--- src/rtl/list_fetch_pkg.sv ---
// Shared types and constants for the list fetcher: FSM states, default widths
// and the byte offsets of the list regions inside the node memory.
package list_fetch_pkg;

  localparam int ADDR_W_DEF    = 11;
  localparam int WORD_W_DEF    = 16;
  localparam int MAX_COUNT_DEF = 64;
  localparam int IDX_W         = 6;

  // Node-memory region byte addresses (11-bit address space)
  localparam logic [10:0] KNOWN_SINKS      = 11'h008;
  localparam logic [10:0] NEIGHBOR_ID      = 11'h048;
  localparam logic [10:0] KNOWN_SINK_COUNT = 11'h688;
  localparam logic [10:0] NEIGHBOR_COUNT   = 11'h68A;
  localparam logic [10:0] SINK_ID_COUNT    = 11'h68E;

  typedef enum logic [2:0] {
    ST_IDLE,
    ST_CNT,
    ST_FETCH,
    ST_HOLD,
    ST_DONE
  } state_t;

endpackage

--- src/rtl/list_fetch_if.sv ---
// Bundle of the request, memory read port and entry stream of list_fetch.
// Entry stream: an entry transfers on a rising edge where out_valid and
// out_ready are both high; while out_valid=1 and out_ready=0 the entry is held.
interface list_fetch_if
  import list_fetch_pkg::*;
#(
  parameter int ADDR_W = ADDR_W_DEF,
  parameter int WORD_W = WORD_W_DEF
) ();

  logic              start;
  logic [ADDR_W-1:0] count_addr;
  logic [ADDR_W-1:0] base_addr;
  logic [ADDR_W-1:0] mem_addr;
  logic [WORD_W-1:0] mem_rdata;
  logic [WORD_W-1:0] out_data;
  logic [IDX_W-1:0]  out_index;
  logic              out_valid;
  logic              out_ready;
  logic              busy;
  logic              done;
  logic              err_clamp;

  modport slave (
    input  start, count_addr, base_addr, mem_rdata, out_ready,
    output mem_addr, out_data, out_index, out_valid, busy, done, err_clamp
  );

  modport master (
    output start, count_addr, base_addr, mem_rdata, out_ready,
    input  mem_addr, out_data, out_index, out_valid, busy, done, err_clamp
  );

endinterface

--- src/rtl/list_fetch.sv ---
// Reads a count word, then streams up to MAX_COUNT consecutive 16-bit list
// entries from the node memory to a valid/ready consumer.
module list_fetch
  import list_fetch_pkg::*;
#(
  parameter int ADDR_W    = ADDR_W_DEF,
  parameter int WORD_W    = WORD_W_DEF,
  parameter int MAX_COUNT = MAX_COUNT_DEF
) (
  input  logic   clock,
  input  logic   reset,
  list_fetch_if.slave bus,
  output state_t state
);

  localparam int                CNT_W    = $clog2(MAX_COUNT + 1);
  localparam logic [WORD_W-1:0] MAX_WORD = WORD_W'(MAX_COUNT);
  localparam logic [CNT_W-1:0]  MAX_CNT  = CNT_W'(MAX_COUNT);

  logic [ADDR_W-1:0] base;
  logic [CNT_W-1:0]  count;
  logic              last;

  assign last = (CNT_W'(bus.out_index) == (count - CNT_W'(1)));

  always_ff @(posedge clock or posedge reset) begin
    if (reset) begin
      state         <= ST_IDLE;
      base          <= '0;
      count         <= '0;
      bus.mem_addr  <= '0;
      bus.out_data  <= '0;
      bus.out_index <= '0;
      bus.out_valid <= 1'b0;
      bus.busy      <= 1'b0;
      bus.done      <= 1'b0;
      bus.err_clamp <= 1'b0;
    end else begin
      bus.done <= 1'b0;
      unique case (state)
        ST_IDLE: begin
          if (bus.start) begin
            bus.mem_addr  <= bus.count_addr;
            base          <= bus.base_addr;
            bus.err_clamp <= 1'b0;
            bus.busy      <= 1'b1;
            state         <= ST_CNT;
          end
        end
        ST_CNT: begin
          if (bus.mem_rdata > MAX_WORD) begin
            count         <= MAX_CNT;
            bus.err_clamp <= 1'b1;
          end else begin
            count <= CNT_W'(bus.mem_rdata);
          end
          // Decide on the raw word: count itself only updates on this edge
          if (bus.mem_rdata == '0) begin
            bus.done <= 1'b1;
            state    <= ST_DONE;
          end else begin
            bus.mem_addr  <= base;
            bus.out_index <= '0;
            state         <= ST_FETCH;
          end
        end
        ST_FETCH: begin
          bus.out_data  <= bus.mem_rdata;
          bus.out_valid <= 1'b1;
          state         <= ST_HOLD;
        end
        ST_HOLD: begin
          if (bus.out_ready) begin
            bus.out_valid <= 1'b0;
            if (last) begin
              bus.done <= 1'b1;
              state    <= ST_DONE;
            end else begin
              bus.out_index <= bus.out_index + IDX_W'(1);
              bus.mem_addr  <= bus.mem_addr + ADDR_W'(2);
              state         <= ST_FETCH;
            end
          end
        end
        ST_DONE: begin
          bus.busy <= 1'b0;
          state    <= ST_IDLE;
        end
        default: state <= ST_IDLE;
      endcase
    end
  end

endmodule

--- src/flat_wrapper.sv ---
// flat-port wrapper written by rule: the top's interface ports become plain ports
module list_fetch_flat import list_fetch_pkg::*;
#(
  parameter int ADDR_W    = ADDR_W_DEF,
  parameter int WORD_W    = WORD_W_DEF,
  parameter int MAX_COUNT = MAX_COUNT_DEF
)
  (clock, reset, state, bus_start, bus_count_addr, bus_base_addr, bus_mem_rdata, bus_out_ready, bus_mem_addr, bus_out_data, bus_out_index, bus_out_valid, bus_busy, bus_done, bus_err_clamp);
  list_fetch_if #(.ADDR_W(ADDR_W), .WORD_W(WORD_W)) bus_i ();
  input  logic clock;
  input  logic reset;
  output state_t state;
  input wire logic [$bits(bus_i.start)-1:0] bus_start;
  input wire logic [$bits(bus_i.count_addr)-1:0] bus_count_addr;
  input wire logic [$bits(bus_i.base_addr)-1:0] bus_base_addr;
  input wire logic [$bits(bus_i.mem_rdata)-1:0] bus_mem_rdata;
  input wire logic [$bits(bus_i.out_ready)-1:0] bus_out_ready;
  output wire logic [$bits(bus_i.mem_addr)-1:0] bus_mem_addr;
  output wire logic [$bits(bus_i.out_data)-1:0] bus_out_data;
  output wire logic [$bits(bus_i.out_index)-1:0] bus_out_index;
  output wire logic [$bits(bus_i.out_valid)-1:0] bus_out_valid;
  output wire logic [$bits(bus_i.busy)-1:0] bus_busy;
  output wire logic [$bits(bus_i.done)-1:0] bus_done;
  output wire logic [$bits(bus_i.err_clamp)-1:0] bus_err_clamp;
  assign bus_i.start = bus_start;
  assign bus_i.count_addr = bus_count_addr;
  assign bus_i.base_addr = bus_base_addr;
  assign bus_i.mem_rdata = bus_mem_rdata;
  assign bus_i.out_ready = bus_out_ready;
  assign bus_mem_addr = bus_i.mem_addr;
  assign bus_out_data = bus_i.out_data;
  assign bus_out_index = bus_i.out_index;
  assign bus_out_valid = bus_i.out_valid;
  assign bus_busy = bus_i.busy;
  assign bus_done = bus_i.done;
  assign bus_err_clamp = bus_i.err_clamp;
  list_fetch #(.ADDR_W(ADDR_W), .WORD_W(WORD_W), .MAX_COUNT(MAX_COUNT)) u_core (.clock(clock), .reset(reset), .bus(bus_i), .state(state));
endmodule
--- config.mk ---
export PLATFORM = sky130hd
export DESIGN_NAME = list_fetch_flat
export DESIGN_NICKNAME = d
export VERILOG_FILES = /design/src/rtl/list_fetch_pkg.sv /design/src/rtl/list_fetch_if.sv /design/src/rtl/list_fetch.sv /design/src/flat_wrapper.sv
export SDC_FILE = /design/constraint.sdc
export NUM_CORES = 1
export LEC_CHECK = 0
export ABC_AREA = 1
export BUFFER_PORTS_ARGS = -buffer_cell sky130_fd_sc_hd__buf_2
export CORE_MARGIN = 1
export CORE_UTILIZATION = 40
export CTS_CLUSTER_SIZE = 30
export DETAILED_ROUTE_END_ITERATION = 10
export PLACE_DENSITY_LB_ADDON = 0.12
export SLEW_MARGIN = 20
export SYNTH_ARGS = -nofsm -noshare
export SYNTH_HDL_FRONTEND = slang
export SYNTH_SLANG_ARGS = --single-unit
--- constraint.sdc ---
create_clock -name clock -period 2.36 [get_ports clock]
set_clock_uncertainty 0.05 [all_clocks]
set_input_delay 0 -clock clock [delete_from_list [all_inputs] [get_ports clock]]
set_output_delay 0 -clock clock [all_outputs]
set_load 0.005 [all_outputs]
==> flow_summary.json, run 1 <==
{
  "status": "complete, no violations",
  "layout_commonest_cell": "nand2_1",
  "vias_per_cell": 4.79,
  "p_leak_nw": 2.23,
  "synth-simple-area-share_pct": 31.4,
  "hold_depth": 5,
  "hp-class": "in2reg",
  "synth-compound-area-share_pct": 10.0,
  "diodes": 0,
  "drt-total-wl_um": 8200,
  "syn_area_um2": 3080,
  "required_ns": 2.53,
  "synth_enable_flop_cells": 0,
  "clkLatencyLatePin_ns": 0.33,
  "r2r-end": "u_core.bus.mem_addr[8]",
  "synthArstFlopShare_pct": 100,
  "design_area_um2": 4120,
  "grt_max_degree": 35,
  "clkTransAtPathRegs_ns": 0.07,
  "h-tree-depth": 3,
  "cts_tree": "done",
  "fillers": 702,
  "critical_path.top_delay_family": "simple AND/OR/NAND/NOR gates",
  "hpwl_um": 5820,
  "max-cap-violations": 0,
  "path_cells": "inv_2, nor2_2, inv_2, nor2_8, inv_1, nand2_1, nand2_2, nand2_2, nand2_1, nand2_1",
  "cts_sinks": 58,
  "synth_top_family_by_area": "simple AND/OR/NAND/NOR gates",
  "multi_input_comb_area_um2": 1370,
  "slowest_delay_ns": 0.41,
  "setup_violations": 0,
  "arrival_ns": 2.18,
  "grt_pass1_vias": 3010,
  "place.gp.congestion": 0.821,
  "crit_type": "reg2reg",
  "coreArea_um2": 7330,
  "clockBufferDepth": 2,
  "r2r_setup_slack_ns": 0.35,
  "die_w_um": 89.8,
  "drt_iter0_drc": 152,
  "regArea_um2": 1450,
  "cts_setup_buffers": 0,
  "min_period_ns": 2.01,
  "antenna_found_initial": 0,
  "drtPass1Iterations": 4,
  "gr-total-overflow": 0,
  "reg2reg_depth": 10,
  "synth_xor_area_share_pct": 1.71,
  "die-area_um2": 8060,
  "vias": 3039,
  "grt_pass1_wl_um": 14200,
  "hold_end": "u_core.bus.mem_addr[7]",
  "synth-seq-cells": 58,
  "critPathLaunchType": "flop",
  "syn2layout_area_growth_pct": 33.8,
  "drv_slew": 0,
  "netlist_instances": 412,
  "max_slew_margin_pct": 67.0,
  "peakVddDrop_mv": 0.498,
  "fp-row-count": 31,
  "cp_num_buf_inv": 3,
  "drive_gt1_share_pct": 21.7,
  "synthFlopType": "dfrtp_1",
  "p_per_area_nw_per_um2": 1090,
  "wire_per_inst_um": 12.9,
  "syn-num-nets": 457,
  "cts_buffers": 9,
  "synthAdderAreaFrac_pct": 1.22,
  "final_cell_mix": "149 x nand2_1, 81 x buf_2, 58 x dfrtp_1, 50 x inv_1, 35 x nand3_1",
  "yosysSeqAreaShare_pct": 47.1,
  "synth.distinct_cells": 29,
  "rsz0062_at_grt": "false",
  "grtUsageTotal_pct": 22.3,
  "synth_mux_area_share_pct": 0,
  "fin_nets": 575,
  "ant_nets": 0,
  "placed_area_um2": 3580,
  "cpMostUsedCell": "nand2_1",
  "min_from": "bus_count_addr[7]",
  "yosysWarnings": 0,
  "port_buffers": 81,
  "post-route-period-util_pct": 85.2,
  "drc": 0,
  "final-hold-violation-count": 0,
  "tightest_slew_ns": 0.495,
  "critPathMaxFanout": 13,
  "syn_avg_cell_area_um2": 7.48,
  "fin_tns_setup_ns": 0,
  "pin_count": 82,
  "die_h_um": 89.8,
  "critPathSlowestCell": "dfrtp_1",
  "ctsResizeCount": 0,
  "max_clock_freq_mhz": 498,
  "initial_core_util_pct": 42.0,
  "critPathCaptureType": "flop",
  "timing.rr.start": "u_core.state[0]",
  "root_buffer": "clkbuf_8"
}
## timing repair
action | CTS | global route
endpoints found under the setup margin | 0 | 0
hold buffers | 32 | 0
hold endpoints to repair | 58 | 0
## tightest hold or removal path, delay by kind of cell
kind	cells	cell delay, ns
AO/OA/AOI/OAI	1	0.09
AND/OR/NAND/NOR	3	0.20
buffers and inverters	1	0.08
## worst max path at each step
| stage | startpoint | endpoint | slack (ns) | depth (start not counted) |
|---|---|---|---|---|
| floorplan | u_core.count[0] | u_core.bus.mem_addr[1] | 0.70 | 13 |
| global route | u_core.state[0] | u_core.bus.mem_addr[1] | 0.11 | 10 |
| CTS | u_core.state[0] | u_core.bus.mem_addr[8] | 0.36 | 10 |
| detailed placement | u_core.state[0] | u_core.bus.mem_addr[3] | 0.38 | 10 |
| global placement | u_core.state[0] | u_core.bus.mem_addr[1] | 0.38 | 10 |
| finish | u_core.state[0] | u_core.bus.mem_addr[8] | 0.35 | 10 |
## flip-flops by register name (all words and copies together) (netlist names)
register,flops
u_core.bus.out_data,16
u_core.base,11
u_core.bus.mem_addr,11
u_core.count,7
u_core.bus.out_index,6
u_core.state,3
u_core.bus.busy,1
u_core.bus.done,1
u_core.bus.err_clamp,1
u_core.bus.out_valid,1
## cell families (layout without fill, tap and decap cells)
kind of cell,after synthesis,after routing
AO/OA/AOI/OAI,53,53
XOR/XNOR,6,6
adder cells (fa/ha/maj),3,3
buffers and inverters,64,187
flip-flops,58,58
AND/OR/NAND/NOR,228,228
## cells in the mapped netlist, types with 2 or more instances
| master | instances | area share, % |
|---|---|---|
| xor2_1 | 4 | 1.1 |
| inv_1 | 51 | 6.2 |
| xnor2_1 | 2 | 0.57 |
| nand3_1 | 35 | 5.7 |
| nand2_2 | 6 | 1.2 |
| dfrtp_1 | 58 | 47 |
| a21oi_1 | 4 | 0.65 |
| nand2_1 | 149 | 18 |
| a22oi_1 | 5 | 1.2 |
| buf_2 | 2 | 0.32 |
| o31ai_1 | 3 | 0.73 |
| o211ai_1 | 5 | 1.2 |
| o21ai_0 | 29 | 4.7 |
| nor3_1 | 4 | 0.65 |
| o22ai_1 | 5 | 1.0 |
| ha_1 | 3 | 1.2 |
| clkbuf_1 | 4 | 0.49 |
| buf_4 | 3 | 0.73 |
| nand4_1 | 4 | 0.81 |
| nor2_1 | 25 | 3.0 |
| inv_2 | 3 | 0.37 |
## per-stage QoR
stage	std cells	power (W)	hold WS (ns)	util [%]	setup WS (ns)
4_1_cts	634	0.00451	0.0201	56.2	0.362
6_report	634	0.00448	0.0194	56.2	0.350
3_5_place_dp	586	0.00343	0.0105	48.8	0.383
3_3_place_gp	586	0.00341	0.00706	48.8	0.383
2_1_floorplan	412	0.00281	0.0596	-	0.701
5_1_grt	634	0.00491	0.0594	56.2	0.108
## layer usage
layer / share of wire [%] / global-route usage (%) / up-vias
met2: 44 / 34.1 / 92
met5: 0 / 0 / -
met3: 5.6 / 4.15 / 17
met1: 48 / 30.6 / 1380
met4: 2.4 / 10.1 / 0
li1: - / - / 1550
## cell type report
cell class                 instances  area share [%]
clock buffer                      11            3.43
timing repair buffer             117            18.3
tap                               99            3.01
multi-input combinational        290            33.2
inverter                          54            4.92
sequential                        58            35.2
clock inverter                     5            1.88
## power by group
| group | internal [W] | switching, W | leakage, nW |
|---|---|---|---|
| clock | 0.000620 | 0.000398 | 0.109 |
| sequential | 0.00137 | 0.000298 | 0.730 |
| combinational | 0.000693 | 0.00111 | 1.39 |
| total | 0.00268 | 0.00180 | 2.23 |
Power figures use the tool's default switching activity.
==> run 2: changes to the inputs <==
--- a/config.mk
+++ b/config.mk
@@ -7,10 +7,12 @@
 export LEC_CHECK = 0
 export ABC_AREA = 1
 export BUFFER_PORTS_ARGS = -buffer_cell sky130_fd_sc_hd__buf_2
-export CORE_MARGIN = 1
+export CORE_MARGIN = 2
 export CORE_UTILIZATION = 40
 export CTS_CLUSTER_SIZE = 30
 export DETAILED_ROUTE_END_ITERATION = 10
+export HOLD_SLACK_MARGIN = 0.1
+export MAX_ROUTING_LAYER = met4
 export PLACE_DENSITY_LB_ADDON = 0.12
 export SLEW_MARGIN = 20
 export SYNTH_ARGS = -nofsm -noshare
==> run 2 against run 1 <==
  * Sequential share of layout area decreased by 0.34 points
  * First-iteration DRC count increased by 2.6%
  * Cell area increased by 0.97%
==> flow_summary.json, run 2 (same netlist as run 1, synthesis figures left out) <==
{
  "drive_gt1_share_pct": 21.4,
  "drc": 0,
  "ctsResizeCount": 0,
  "path_cells": "inv_2, nor2_2, inv_2, nor2_8, inv_1, nand2_1, nand2_2, nand2_2, nand2_1, nand2_1",
  "timing.hold.ws_ns": 0.314,
  "fin_nets": 584,
  "slowest_delay_ns": 0.42,
  "hp-class": "in2async",
  "hpwl_um": 6010,
  "fin_tns_setup_ns": 0,
  "grt_busiest_layer": "met2",
  "grt_pass1_wl_um": 13900,
  "max_clock_freq_mhz": 504,
  "setup_slack_ns": 0.376,
  "multi_input_comb_area_um2": 1370,
  "tightest_slew_ns": 0.790,
  "clockBufferDepth": 2,
  "critPathCaptureType": "flop",
  "cpMostUsedCell": "nand2_1",
  "port_buffers": 81,
  "drt-total-wl_um": 8220,
  "final-hold-violation-count": 0,
  "critPathLaunchType": "flop",
  "place.gp.congestion": 0.853,
  "status": "complete, no violations",
  "critPathMaxFanout": 13,
  "layout_commonest_cell": "nand2_1",
  "cp_num_buf_inv": 3,
  "reg_top3": "u_core.bus.out_data (16), u_core.base (11), u_core.bus.mem_addr (11)",
  "p_leak_nw": 2.24,
  "gr-total-overflow": 0,
  "setup_violations": 0,
  "post-route-period-util_pct": 84.1,
  "grtUsageMet2_pct": 32.9,
  "power.total_w": 0.00428,
  "critPathSlowestCell": "dfrtp_1",
  "critical_path.top_delay_family": "simple AND/OR/NAND/NOR gates",
  "drt_iter0_drc": 156,
  "arrival_ns": 2.15,
  "min_period_ns": 1.98,
  "fp-row-count": 31,
  "h-tree-depth": 3,
  "grtUsageMet3_pct": 3.37,
  "grt_pass1_vias": 2932,
  "max_slew_margin_pct": 47.3,
  "coreArea_um2": 7370,
  "grtUsageTotal_pct": 21.4,
  "cts_hold_buf": 41,
  "crit_type": "reg2reg",
  "p_per_area_nw_per_um2": 1030,
  "clkLatencyLatePin_ns": 0.33,
  "cts_setup_buffers": 0,
  "die_w_um": 91.8,
  "peakVddDrop_mv": 0.564,
  "fillers": 706,
  "drtPass1Iterations": 4,
  "cts_buffers": 9,
  "antenna_found_initial": 0,
  "final_util_pct": 56.5,
  "met1_usage_pct": 29.5,
  "drv_slew": 0,
  "vias_per_cell": 4.68,
  "die_h_um": 91.8,
  "cts_sinks": 58,
  "cts_tree": "done",
  "post-place-ws_ns": 0.382,
  "die-area_um2": 8420,
  "max-cap-violations": 0,
  "rsz0062_at_grt": "false",
  "initial_core_util_pct": 41.8,
  "diodes": 0,
  "required_ns": 2.53,
  "root_buffer": "clkbuf_8",
  "grt_max_degree": 40,
  "final_cell_mix": "149 x nand2_1, 81 x buf_2, 58 x dfrtp_1, 50 x inv_1, 41 x dlygate4sd3_1",
  "wire_per_inst_um": 12.8,
  "regArea_um2": 1450,
  "largest_reg_flops": 16,
  "pin_count": 82,
  "regMostFlops": "u_core.bus.out_data",
  "clkTransAtPathRegs_ns": 0.07,
  "syn2layout_area_growth_pct": 35.1,
  "vias": 3006,
  "ant_nets": 0
}
-- run 2: worst reg2reg max path, cell delays in order, from the launching register on --
cell and delay, ns:
dfrtp_1 0.42, inv_2 0.11, nor2_2 0.05, inv_2 0.23, nor2_8 0.09, inv_1 0.28
nand2_1 0.12, nand2_2 0.21, nand2_2 0.18, nand2_1 0.10, nand2_1 0.05
-- run 2: layout make-up --
cell class | count | area share, %
timing repair buffer | 126 | 20.3
clock inverter | 5 | 0.752
multi-input combinational | 290 | 32.9
tap | 99 | 2.98
sequential | 58 | 34.9
inverter | 54 | 4.87
clock buffer | 10 | 3.31
-- run 2: worst paths after layout --
path	startpoint	endpoint	slack (ns)	depth (start not counted)
max in group asynchronous	reset	u_core.bus.out_index[0]	1.24	4
min	reset	u_core.bus.out_data[11]	0.31	3
min reg2reg	u_core.bus.out_data[4]	u_core.bus.out_data[4]	0.44	2
max	u_core.state[0]	u_core.bus.mem_addr[8]	0.38	10
max reg2reg	u_core.state[0]	u_core.bus.mem_addr[8]	0.38	10
min in group clock	bus_base_addr[5]	u_core.base[5]	0.34	4
-- run 2: through the flow --
step / area [um2] / instances
floorplan: 3080 / 412
global placement: 3580 / 586
detailed placement: 3580 / 586
CTS: 4160 / 642
global route: 4160 / 642
finish: 4160 / 642
-- run 2: per-layer routing --
layer | wire, um | up-vias
met1 | 4090 | 1343
met2 | 3660 | 86
met3 | 376 | 9
met4 | 98 | 0
met5 | 0 | -
li1 | - | 1568
-- run 2: where the power goes --
group          switching [W]  total, W  internal, W
Sequential          0.000288   0.00165      0.00137
Combinational        0.00112   0.00182     0.000704
Clock               0.000405  0.000804     0.000399
==> run 3: changes to the inputs <==
==> constraint.sdc (replaced) <==
create_clock -name clock -period 1.85 [get_ports clock]
set_clock_uncertainty 0.05 [all_clocks]
set_input_delay 0 -clock clock [delete_from_list [all_inputs] [get_ports clock]]
set_output_delay 0 -clock clock [all_outputs]
set_load 0.005 [all_outputs]
==> run 3 against run 2 <==
  * Combinational power increased by 46%
  * Sequential power grew 28%
  * Sequential share of layout area decreased by 2.0 points
  * Register-to-register slack lost 0.33 ns
  * Clock power rose by 70%
  * Critical path depth up 4
  * Setup slack worse by 0.33 ns
  * Flip-flop and latch count is the same
==> flow_summary.json, run 3 (same netlist as run 1, synthesis figures left out) <==
{
  "status": "complete, no violations",
  "cpMostUsedCell": "nand2_1",
  "clkTransAtPathRegs_ns": 0.07,
  "regMostFlops": "u_core.bus.out_data",
  "syn2layout_area_growth_pct": 43.1,
  "grt_max_degree": 38,
  "final-hold-violation-count": 0,
  "slowest_delay_ns": 0.36,
  "crit_type": "reg2reg",
  "largest_reg_flops": 16,
  "min_period_ns": 1.81,
  "ant_nets": 0,
  "rsz0062_at_grt": "true",
  "drv_slew": 0,
  "cts_sinks": 58,
  "max_clock_freq_mhz": 554,
  "critPathLaunchType": "flop",
  "antenna_found_initial": 0,
  "post-route-period-util_pct": 97.6,
  "grt_pass1_wl_um": 14300,
  "critPathSlowestCell": "dfrtp_1",
  "die-area_um2": 8420,
  "path_cells": "inv_2, ha_4, inv_2, nand2_2, nand2_1, nor2_1, nand3_1, nor2_1, nand2_1, nand2_2, nand2_4, nand2_4, nand2_1, nand2_1",
  "tightest_slew_ns": 0.476,
  "critPathCaptureType": "flop",
  "p_per_area_nw_per_um2": 1390,
  "layout_commonest_cell": "nand2_1",
  "setup_violations": 0,
  "hp-class": "in2async",
  "drive_gt1_share_pct": 26.0,
  "dp.cells": 595,
  "final_cell_mix": "138 x nand2_1, 81 x buf_2, 58 x dfrtp_1, 46 x inv_1, 41 x dlygate4sd3_1",
  "grt_pass1_vias": 2951,
  "drt-total-wl_um": 8670,
  "drc": 0,
  "wire_per_inst_um": 13.2,
  "cts_tree": "done",
  "drtPass1Iterations": 4,
  "die_w_um": 91.8,
  "diodes": 0,
  "arrival_ns": 2.04,
  "fin_cells": 656,
  "gr-total-overflow": 0,
  "reg_top3": "u_core.bus.out_data (16), u_core.base (11), u_core.bus.mem_addr (11)",
  "clkLatencyLatePin_ns": 0.35,
  "vias_per_cell": 4.73,
  "fillers": 703,
  "root_buffer": "clkbuf_8",
  "hpwl_um": 5860,
  "fin_nets": 597,
  "required_ns": 2.08,
  "vias": 3100,
  "coreArea_um2": 7370,
  "pin_count": 82,
  "peakVddDrop_mv": 0.649,
  "clockBufferDepth": 2,
  "p_leak_nw": 2.36,
  "critPathMaxFanout": 8,
  "grtUsageTotal_pct": 22.0,
  "h-tree-depth": 3,
  "final_util_pct": 59.8,
  "fp-row-count": 31,
  "max_slew_margin_pct": 68.2,
  "port_buffers": 81,
  "die_h_um": 91.8,
  "initial_core_util_pct": 41.8,
  "timing.hold.ws_ns": 0.174,
  "drt_iter0_drc": 137,
  "cts_buffers": 9,
  "max-cap-violations": 0,
  "place.gp.congestion": 0.849
}
[run 3: changes by cell type in the layout (fill, tap and decap cells not counted), sizes merged]
cell,previous run,this run
bufinv,0,2
clkinvlp,1,0
nand2,156,158
clkbuf,10,12
clkinv,4,2
buf,85,96
[run 3: power by group]
group | internal [W] | total (W) | leakage [nW] | switching, W
combinational | 0.00108 | 0.00266 | 1.52 | 0.00158
sequential | 0.00174 | 0.00211 | 0.730 | 0.000366
clock | 0.000833 | 0.00137 | 0.117 | 0.000540
[run 3: per-layer routing]
metal	vias to the layer above	wire length [um]	track usage, %	part of all wire [%]
met5	-	0	-	0
met4	0	134	7.46	1.5
met3	13	381	4.93	4.4
met2	83	3950	32.8	46
met1	1410	4200	29.7	48
li1	1594	-	-	-
[run 3: layout make-up]
type                       count  area, um2  area share [%]
multi-input combinational    292       1460            33.1
sequential                    58       1450            32.9
timing repair buffer         137        941            21.3
inverter                      54        203            4.60
clock buffer                  12        155            3.52
tap                           99        124            2.81
clock inverter                 4       73.8            1.67
[run 3: critical path, delay by kind of cell, from the launching register on]
family,cells,cell delay (ns)
AND/OR/NAND/NOR,11,0.98
buffers and inverters,2,0.09
adder cells (fa/ha/maj),1,0.26
flip-flops,1,0.36
[run 3: path summary, 6_finish.rpt]
path	from	endpoint	slack (ns)	cells after the start
max in group asynchronous	reset	u_core.bus.mem_addr[10]	1.02	4
min in group clock	bus_base_addr[0]	u_core.base[0]	0.33	4
worst max register to register	u_core.count[1]	u_core.bus.mem_addr[2]	0.04	14
worst max-delay path	u_core.count[1]	u_core.bus.mem_addr[2]	0.04	14
worst min-delay path	reset	u_core.bus.out_data[11]	0.17	3
worst min register to register	u_core.base[5]	u_core.base[5]	0.43	2
[run 3: repair_timing]
item / 4_1_cts / 5_1_grt
gates resized for setup: 3 / 19
pin swaps: 0 / 12
buffers inserted: 0 / 2
endpoints found under the setup margin: 11 / 18
hold buffers: 41 / 0
hold endpoints to repair: 113 / 0
gates cloned: 0 / 2
[run 3: stage by stage]
stage / area, um2 / setup slack, ns / power (W) / setup TNS, ns
after detailed placement: 3660 / -0.0271 / 0.00448 / -0.173
after global routing: 4410 / -0.0992 / 0.00665 / -1.08
after floorplan: 3080 / 0.191 / 0.00359 / 0
after global placement: 3660 / 0.0362 / 0.00442 / 0
final: 4410 / 0.0439 / 0.00614 / 0
after CTS: 4310 / 0.0462 / 0.00595 / 0
